`config.mk`:
```
export PLATFORM = sky130hd
export DESIGN_NAME = btn_conditioner
export DESIGN_NICKNAME = d
export VERILOG_FILES = /design/src/rtl/btn_conditioner.sv
export SDC_FILE = /design/constraint.sdc
export NUM_CORES = 1
export LEC_CHECK = 0
export CAP_MARGIN = 5
export CORE_MARGIN = 4
export CORE_UTILIZATION = 45
export CTS_BUF_LIST = sky130_fd_sc_hd__clkbuf_8
export DETAILED_ROUTE_END_ITERATION = 12
export MAX_ROUTING_LAYER = met4
export PLACE_DENSITY_LB_ADDON = 0.25
export SLEW_MARGIN = 40
export SYNTH_ARGS = -nofsm -noshare
export SYNTH_HDL_FRONTEND = slang
export SYNTH_SLANG_ARGS = --single-unit
```
`constraint.sdc`:
```
create_clock -name clk -period 6.2 [get_ports clk]
set_clock_uncertainty 0.05 [all_clocks]
set_input_delay 0.93 -clock clk [delete_from_list [all_inputs] [get_ports clk]]
set_output_delay 0.93 -clock clk [all_outputs]
set_load 0.01 [all_outputs]
```
`src/rtl/btn_conditioner.sv`:
```
// Push-button front end: 2-flop sync, tick-based debounce, registered press pulse; no backpressure.
// Level follows input after 2 + up to DEBOUNCE_TICKS*TICK_DIV cycles; press one cycle later. PRESS_ENCODE_EN adds index encoder.
module btn_conditioner #(
    parameter int N_BTN          = 8,
    parameter int TICK_DIV       = 1000,
    parameter int DEBOUNCE_TICKS = 5,
    localparam int IDX_W         = (N_BTN > 1) ? $clog2(N_BTN) : 1
) (
    input  logic             clk,
    input  logic             rst,
    input  logic [N_BTN-1:0] btn_raw,
    input  logic             en,
    output logic [N_BTN-1:0] btn_level,
    output logic [N_BTN-1:0] btn_press
`ifdef PRESS_ENCODE_EN
    ,
    output logic             press_valid,
    output logic [IDX_W-1:0] press_idx,
    output logic             press_multi
`endif
);

    localparam int CNT_W = $clog2(DEBOUNCE_TICKS + 1);
    localparam int PRE_W = (TICK_DIV > 1) ? $clog2(TICK_DIV) : 1;

    logic [N_BTN-1:0] sync_meta;
    logic [N_BTN-1:0] sync_btn;
    logic [N_BTN-1:0] stable;
    logic [N_BTN-1:0] stable_d;
    logic [PRE_W-1:0] pre_cnt;
    logic             tick;
    logic [CNT_W-1:0] cnt [N_BTN];

    always_ff @(posedge clk or posedge rst) begin
        if (rst) begin
            sync_meta <= '0;
            sync_btn  <= '0;
        end else begin
            sync_meta <= btn_raw;
            sync_btn  <= sync_meta;
        end
    end

    assign tick = (pre_cnt == PRE_W'(TICK_DIV - 1));

    always_ff @(posedge clk or posedge rst) begin
        if (rst) begin
            pre_cnt <= '0;
        end else if (tick) begin
            pre_cnt <= '0;
        end else begin
            pre_cnt <= pre_cnt + PRE_W'(1);
        end
    end

    // Any cycle where the synced input agrees with the accepted level restarts the window.
    always_ff @(posedge clk or posedge rst) begin
        if (rst) begin
            stable <= '0;
            for (int i = 0; i < N_BTN; i++) begin
                cnt[i] <= '0;
            end
        end else begin
            for (int i = 0; i < N_BTN; i++) begin
                if (sync_btn[i] == stable[i]) begin
                    cnt[i] <= '0;
                end else if (tick) begin
                    if (cnt[i] == CNT_W'(DEBOUNCE_TICKS - 1)) begin
                        stable[i] <= sync_btn[i];
                        cnt[i]    <= '0;
                    end else begin
                        cnt[i] <= cnt[i] + CNT_W'(1);
                    end
                end
            end
        end
    end

    // Rising edges seen while en is low are dropped, not held for later.
    always_ff @(posedge clk or posedge rst) begin
        if (rst) begin
            stable_d  <= '0;
            btn_press <= '0;
        end else begin
            stable_d  <= stable;
            btn_press <= en ? (stable & ~stable_d) : '0;
        end
    end

    assign btn_level = stable;

`ifdef PRESS_ENCODE_EN
    always_comb begin
        press_idx   = '0;
        press_valid = |btn_press;
        press_multi = |(btn_press & (btn_press - N_BTN'(1)));
        for (int i = N_BTN - 1; i >= 0; i--) begin
            if (btn_press[i]) begin
                press_idx = IDX_W'(i);
            end
        end
    end
`endif

endmodule
```
---- Word level (Yosys, flattened, before mapping) ----
Cells that the tools add are included.
Widths: inputs -> output; s select.
word-level totals
  register bits after elaboration ......... 74
  bits of input ports ..................... 11
  output and inout port bits .............. 16
  word-level logic and storage cells ...... 99
cells by class
  $add $sub $neg .......................... 9
  eq/ne operators ......................... 17
  multiplexer cells ....................... 26
  bitwise gates (word level) .............. 10
  reduce and logical (&&, ||, !) cells .... 16
operators by type and width
  kind                   number
  $mux 3                 24
  $add 3x1->3 const B    8
  $eq 3x3->1 const B     8
  $reduce_and 3->1       8
  $reduce_bool 2->1      8
  $add 10x1->10 const B  1
  $eq 10x10->1 const B   1
  $mux 10                1
  $and 8x8->8            1
  $eq 1x1->1             8
  $mux 8                 1
  $not 1->1              8
  $not 8->8              1

---- Logic depth before layout (Yosys ltp) ----
Gate-level depths: netlist (run 1).
  depth in word-level cells ............... 4
  gate-level depth with buffers ........... 7
  gate-level depth less buffers ........... 5

---- Worst setup path after synthesis (run 1) ----
OpenSTA, ideal clock, no wires.
  path kind ............................... register to register
  from .................................... register pre_cnt[0]
  to ...................................... register cnt[8] (netlist name)
  arrival ................................. 1.700 ns
  required time ........................... 6.020 ns
  setup slack ............................. 4.320 ns
  cell stages (with the launch flop) ...... 8
  buffers on the path ..................... 2
  cells stage by stage .................... dfrtp_1 ha_1 nand4_4 or4_4 buf_6 buf_6 o21ai_2 a21oi_1
on the way
  word-level cells in the longest chain between the ends .. 2
RTL lines
  what                           line  text
  start, declared                30    logic [PRE_W-1:0] pre_cnt;
  start signal, assigned         52    pre_cnt <= pre_cnt + PRE_W'(1);
  $eq 10x10->1                   44    assign tick = (pre_cnt == PRE_W'(TICK_DIV - 1));
  $reduce_bool 2->1 (no line)    -
  end signal, assigned by index  72    cnt[i] <= cnt[i] + CNT_W'(1);
  end, declared                  32    logic [CNT_W-1:0] cnt [N_BTN];
Every way passes these cells.
A chain may end at the register's enable or synchronous reset.

---- Worst setup path in the final report (run 1) ----
  from .................................... register stable[6], in the netlist btn_level[6]
  to ...................................... output port btn_level[6]
RTL lines
  what                             line  text
  start, declared                  28    logic [N_BTN-1:0] stable;
  start signal, assigned by index  69    stable[i] <= sync_btn[i];
  end, declared                    13    output logic [N_BTN-1:0] btn_level,
No word-level cell between the ends.

==> results of run 1 <==
==> sequential cells by signal, summed over array words and instances, names as in the netlist <==
register,flops
stable_d,8
pre_cnt,10
sync_meta,8
btn_level,8
cnt,24
btn_press,8
sync_btn,8
==> final timing paths <==
kind / slack (ps) / to
min in group asynchronous: 1020 / sync_btn[4]
worst min-delay path: 310 / sync_btn[1]
worst max-delay path: 3880 / btn_level[6]
max in group asynchronous: 4650 / pre_cnt[3]
worst min register to register: 310 / sync_btn[1]
worst max register to register: 4160 / btn_level[4]
==> per-stage QoR <==
step	setup slack [ps]	total power [mW]	instances	cell area (um2)
after floorplan	3340	0.510	285	3160
after global placement	3960	0.521	400	3470
after detailed placement	4080	0.522	400	3480
after CTS	3860	0.877	416	3660
after global routing	3810	0.896	416	3660
final	3880	0.863	416	3660
==> layout by cell type (no fill, tap or decap), types with 2 or more instances in the layout <==
master            n
a21oi_1          32
and2_1            2
clkbuf_8          9
clkdlybuf4s50_1  26
clkinv_2          4
dfrtp_1          74
ha_1             17
inv_1            19
mux2_2            7
nand2_1          42
nand2b_1          2
nand3_1          14
nand3b_1          8
nand4_1           2
nor2_1           19
nor3_1            2
o21ai_0           9
o21ai_2           2
or3_1             2
xnor2_1           9
xor2_1            3
==> synth_stat cells (all sizes together) <==
| cell | instances |
|---|---|
| or4 | 1 |
| nor4 | 1 |
| nand3 | 15 |
| ha | 17 |
| a31o | 1 |
| nor3 | 2 |
| nand2b | 2 |
| nand2 | 42 |
| o21ai | 12 |
| inv | 19 |
| buf | 6 |
| nand3b | 8 |
| xor2 | 3 |
| xnor2 | 9 |
| clkbuf | 3 |
| a21oi | 33 |
| and2 | 2 |
| nor2 | 19 |
| or3 | 2 |
| nand4 | 3 |
| and3 | 1 |
| dfrtp | 74 |
| o21bai | 1 |
| mux2 | 7 |
| and3b | 1 |
| o211ai | 1 |
==> cell type report <==
| type | count | area (um2) |
|---|---|---|
| fill | 596 | 3130 |
| sequential | 74 | 1850 |
| multi-input combinational | 183 | 1150 |
| timing repair buffer | 28 | 279 |
| clock buffer | 9 | 124 |
| tap | 96 | 120 |
| inverter | 19 | 71.3 |
| clock inverter | 7 | 61.3 |
==> layer usage <==
| layer | vias up | GRT usage [%] | share of wire (%) |
|---|---|---|---|
| li1 | 1004 | - | - |
| met3 | 14 | 2.87 | 4.2 |
| met1 | 965 | 17.1 | 46 |
| met4 | 0 | 8.29 | 2.3 |
| met5 | - | - | 0 |
| met2 | 32 | 21.1 | 48 |
==> cells by family (layout without fill, tap and decap cells) <==
| logic type | after synthesis | in the layout |
|---|---|---|
| adders and majority gates | 17 | 17 |
| and+or+nand+nor | 99 | 99 |
| AOI/OAI and AO/OA | 48 | 48 |
| buffers and inverters | 28 | 63 |
| muxes | 7 | 7 |
| xor gates and xnor gates | 12 | 12 |
| DFF | 74 | 74 |
==> power groups by stage <==
stage	Clock (mW)	Sequential, mW	Combinational [mW]
2_1_floorplan	0	0.499	0.0110
3_3_place_gp	0	0.499	0.0220
3_5_place_dp	0	0.499	0.0223
4_1_cts	0.365	0.490	0.0222
5_1_grt	0.382	0.490	0.0242
6_report	0.352	0.490	0.0209
==> flow_metrics.env, run 1 <==
export IMPL_outcome="complete, no violations"
export IMPL_worstSetupPathType="reg2out"
export IMPL_fin_setup_tns_ps=0
export IMPL_crit_fanout=5
export IMPL_final_max_slew_violation_count=0
export IMPL_synthAdderAreaFrac_pct=6.74
export IMPL_final_hold_viol_count=0
export IMPL_hold_ws_ps=305
export IMPL_die_h_um=91.8
export IMPL_cts_htree_levels=3
export IMPL_antenna_found_initial=0
export IMPL_combPwrFrac_pct=2.4
export IMPL_detail_route_wl_per_cell_um=11.7
export IMPL_synth_seq_area_share_pct=58.7
export IMPL_area_growth_synth_to_final_pct=16.0
export IMPL_hold_path_depth=0
export IMPL_cell_row_count=30
export IMPL_power_density_nw_per_um2=236
export IMPL_avgViaCountPerCell=4.84
export IMPL_drt_pre_antenna_iters=4
export IMPL_mappedNetlistArea_um2=3160
export IMPL_cpMaxStageDelayCell="clkdlybuf4s50_1"
export IMPL_clock_path_buffers=2
export IMPL_synth_ff_latch_count=74
export IMPL_post_cts_resized_instances=0
export IMPL_synth_area_top_cells="dfrtp_1 59%, ha_1 6.7%, a21oi_1 5.1%"
export IMPL_rsz0062_at_grt="no"
export IMPL_hold_path_startpoint="sync_meta[1]"
export IMPL_synth_simple_gate_area_share_pct=15.8
export IMPL_worstReg2RegStart="pre_cnt[0]"
export IMPL_global_route_overflow_total=0
export IMPL_ctsHoldBuffers=0
export IMPL_cpLargestDelayFamily="buffers and inverters"
export IMPL_synth_cell_type_count=31
export IMPL_fraction_of_synthesized_area_in_multiplexers_pct=2.50
export IMPL_num_vias=2015
export IMPL_power_switching_mw=0.186
export IMPL_final_cycle_utilization_of_the_critical_path_pct=37.4
export IMPL_wire_length_of_the_first_global_routing_pass_mm=8.98
export IMPL_synth_avg_cell_area_um2=11.1
export IMPL_drt_iter0_markers=115
export IMPL_cts_made_buffers=9
export IMPL_final_setup_viol_count=0
export IMPL_worstRegToRegCells=6
export IMPL_critical_path_n_buffers_inverters=1
export IMPL_dominant_combinational_cell_family_by_area_after_synthesis="simple AND/OR/NAND/NOR gates"
export IMPL_clk_insertion_delay_late_ps=340
export IMPL_synth_yosys_warnings=0
export IMPL_seqPwrFrac_pct=56.8
export IMPL_detail_route_antenna_nets=0
export IMPL_sw_frac_of_total_pct=21.6
export IMPL_synth_compound_area_share_pct=8.24
export IMPL_synth_xor_area_share_pct=3.33
export IMPL_nets=343
export IMPL_synth_top_cell_area_share_pct=58.7
export IMPL_worstMarginPinSlew_ps=632
export IMPL_final_core_utilization_pct=53.9
export IMPL_gp_congestion=0.740
export IMPL_leakage_nw=1.60
export IMPL_final_period_minus_worst_setup_slack_ps=2320
export IMPL_synth_top_area_cell="dfrtp_1"
export IMPL_core_area_um2=6790
export IMPL_initial_utilization_pct=46.5
export IMPL_tritoncts="built"
export IMPL_root_buffer="clkbuf_8"
export IMPL_io_pins=27
export IMPL_clk_transition_reported_paths_ps=80
export IMPL_synthesis_nets=313
export IMPL_grt_max_degree=75
export IMPL_synthesis_instances=285
export IMPL_route_detailed_drc=0
export IMPL_hpwlAfterDp_mm=3.10
export IMPL_crit_path_start_kind="flop"
export IMPL_peakVddDrop_mv=0.157
export IMPL_floorplan_die_width_um=91.8
export IMPL_max_stage_delay_ps=570
export IMPL_critical_path_required_ps=5220
export IMPL_startpoint="btn_level[6]"
export IMPL_place_port_buffers=26
export IMPL_maxCapViolations=0
export IMPL_maxSlewHeadroom_pct=57.8
export IMPL_p_clk_share_pct=40.8
export IMPL_cell_chain_of_the_critical_path="clkdlybuf4s50_1"
export IMPL_crit_path_end_kind="output port"
export IMPL_maxClockFrequency_mhz=431
export IMPL_timing_critical_path_depth=1
export IMPL_numClockSinks=74
export IMPL_groute_usage_overall_pct=13.8
export IMPL_via_count_of_the_first_global_routing_pass=2027
export IMPL_worst_endpoint_arrival_ps=1340
export IMPL_cell_internal_pwr_mw=0.677
export IMPL_postCtsSetupRepairBufs=0
export IMPL_n_antenna_cell=0
export IMPL_holdCritPathClass="reg2reg"
export IMPL_wl_mm=4.87
export IMPL_die_area_um2=8420
export IMPL_drive_gt1_share_pct=10.3
Note: power is estimated with default switching activity, not from simulation.
==> run 2, diff against run 1 <==
==> constraint.sdc (replaced) <==
create_clock -name clk -period 2.4 [get_ports clk]
set_clock_uncertainty 0.05 [all_clocks]
set_input_delay 0.36 -clock clk [delete_from_list [all_inputs] [get_ports clk]]
set_output_delay 0.36 -clock clk [all_outputs]
set_load 0.01 [all_outputs]
==> run 2 against run 1 <==
Critical endpoint is now cnt[14]. Global-route usage is essentially flat. Clock power increased to 2.8 times the previous value. Final area is 1.2% higher. Sequential power grew to 2.6 times the previous value. Total power rose to 2.7 times the previous value. Sequential share of layout area fell by 0.61 points. Clock-buffer cell count is 2 higher. Die area stayed put. Non-clock buffer count up 1. Hold slack got worse by 99 ps. Largest power group unchanged. Worst setup slack worse by 3500 ps. Sequential cell count is the same.
==> flow_metrics.env, run 2 (same netlist as run 1, synthesis figures left out) <==
export IMPL_crit_fanout=26
export IMPL_die_area_um2=8420
export IMPL_peakVddDrop_mv=0.440
export IMPL_power_switching_mw=0.487
export IMPL_outcome="complete, no violations"
export IMPL_hpwlAfterDp_mm=3.35
export IMPL_critical_path_required_ps=2570
export IMPL_top_regs="cnt (24), pre_cnt (10)"
export IMPL_fin_setup_tns_ps=0
export IMPL_placement_cell_area_um2=3490
export IMPL_detail_route_antenna_nets=0
export IMPL_worst_endpoint_arrival_ps=2160
export IMPL_cts_made_buffers=9
export IMPL_largest_register_ff_count=24
export IMPL_sw_frac_of_total_pct=21.1
export IMPL_postCtsSetupRepairBufs=0
export IMPL_maxSlewHeadroom_pct=64.9
export IMPL_die_h_um=91.8
export IMPL_numClockSinks=74
export IMPL_gp_congestion=0.750
export IMPL_final_max_slew_violation_count=0
export IMPL_via_count_of_the_first_global_routing_pass=2068
export IMPL_ctsHoldBuffers=0
export IMPL_worstSetupPathType="reg2reg"
export IMPL_clock_path_buffers=2
export IMPL_num_vias=2039
export IMPL_layout_cells_most_common="dfrtp_1"
export IMPL_groute_usage_overall_pct=13.8
export IMPL_final_period_minus_worst_setup_slack_ps=2000
export IMPL_post_route_cell_area_um2=3710
export IMPL_initial_utilization_pct=46.5
export IMPL_worstMarginPinSlew_ps=525
export IMPL_seqPwrFrac_pct=54.8
export IMPL_power_density_nw_per_um2=622
export IMPL_drt_iter0_markers=96
export IMPL_floorplan_die_width_um=91.8
export IMPL_place_port_buffers=26
export IMPL_cell_internal_pwr_mw=1.82
export IMPL_mostFrequentLayoutCells="74 x dfrtp_1, 42 x nand2_1, 32 x a21oi_1"
export IMPL_power_mw=2.31
export IMPL_area_growth_synth_to_final_pct=17.4
export IMPL_drt_pre_antenna_iters=4
export IMPL_crit_path_start_kind="flop"
export IMPL_wire_length_of_the_first_global_routing_pass_mm=9.05
export IMPL_cell_row_count=30
export IMPL_antenna_found_initial=0
export IMPL_clk_transition_reported_paths_ps=80
export IMPL_drive_gt1_share_pct=10.9
export IMPL_core_area_um2=6790
export IMPL_crit_path_end_kind="flop"
export IMPL_final_hold_viol_count=0
export IMPL_io_pins=27
export IMPL_detail_route_wl_per_cell_um=11.9
export IMPL_final_setup_viol_count=0
export IMPL_grt_max_degree=36
export IMPL_wl_mm=4.96
export IMPL_combPwrFrac_pct=2.4
export IMPL_cts_htree_levels=3
export IMPL_root_buffer="clkbuf_8"
export IMPL_leakage_nw=1.60
export IMPL_n_antenna_cell=0
export IMPL_route_detailed_drc=0
export IMPL_holdCritPathClass="in2async"
export IMPL_hold_ws_ps=206
export IMPL_dpl_cell_count=401
export IMPL_post_cts_resized_instances=0
export IMPL_avgViaCountPerCell=4.89
export IMPL_nets=344
export IMPL_maxCapViolations=0
export IMPL_global_route_overflow_total=0
export IMPL_p_clk_share_pct=42.8
export IMPL_tritoncts="built"
export IMPL_final_cycle_utilization_of_the_critical_path_pct=83.2
export IMPL_registers_top_by_ff_count="cnt"
export IMPL_clk_insertion_delay_late_ps=340
export IMPL_rsz0062_at_grt="no"
export IMPL_maxClockFrequency_mhz=501
export IMPL_fillers=612
export IMPL_layout_cells_non_filler=417
==> run 2: per-layer routing <==
| metal | share of wire [%] | up-vias | global-route usage (%) | routed length (um) |
|---|---|---|---|---|
| met5 | 0 | - | - | 0 |
| met4 | 1.5 | 0 | 5.94 | 75 |
| met3 | 3.9 | 9 | 4.02 | 192 |
| met2 | 49 | 42 | 21.8 | 2420 |
| met1 | 46 | 981 | 16.6 | 2280 |
| li1 | - | 1007 | - | - |
==> run 2: power by group through the flow <==
stage	logic, mW	registers (mW)	clock network [mW]
3_3_place_gp	0.0582	1.29	0
6_report	0.0554	1.27	0.986
4_1_cts	0.0587	1.27	1.02
2_1_floorplan	0.0284	1.29	0
3_5_place_dp	0.0586	1.29	0
5_1_grt	0.0635	1.27	1.07
==> run 2: final cells by class <==
class                   instances  area [um2]  area share, %
flip-flops and latches         74        1850           49.9
multi-input cells             183        1150           31.2
clock buffers                  11         151           4.08
inverters                      19        71.3           1.92
clock inverters                 5        62.6           1.69
well taps                      96         120           3.24
repair buffers                 29         295           7.96
==> run 2: final timing paths <==
check / start / to / slack, ps / cells after the start
max: pre_cnt[0] / cnt[14] / 400 / 5
min: rst / sync_meta[5] / 210 / 2
max reg2reg: pre_cnt[0] / cnt[14] / 400 / 5
min reg2reg: sync_meta[4] / sync_btn[4] / 300 / 0
max in group asynchronous: rst / btn_press[1] / 1420 / 3
min in group clk: sync_meta[4] / sync_btn[4] / 300 / 0
==> run 2: stage by stage <==
step                      utilization (%)  setup WS (ps)
after global placement               51.4            444
after CTS                            54.6            404
after floorplan                         -            108
after global routing                 54.6            255
final                                54.6            404
after detailed placement             51.4            393
==> run 2: critical path, cell delays in order, from the launching register on <==
cell,delay [ps]
dfrtp_1,400
ha_1,290
nand4_4,150
or4_4,680
o21ai_0,230
a21oi_1,80
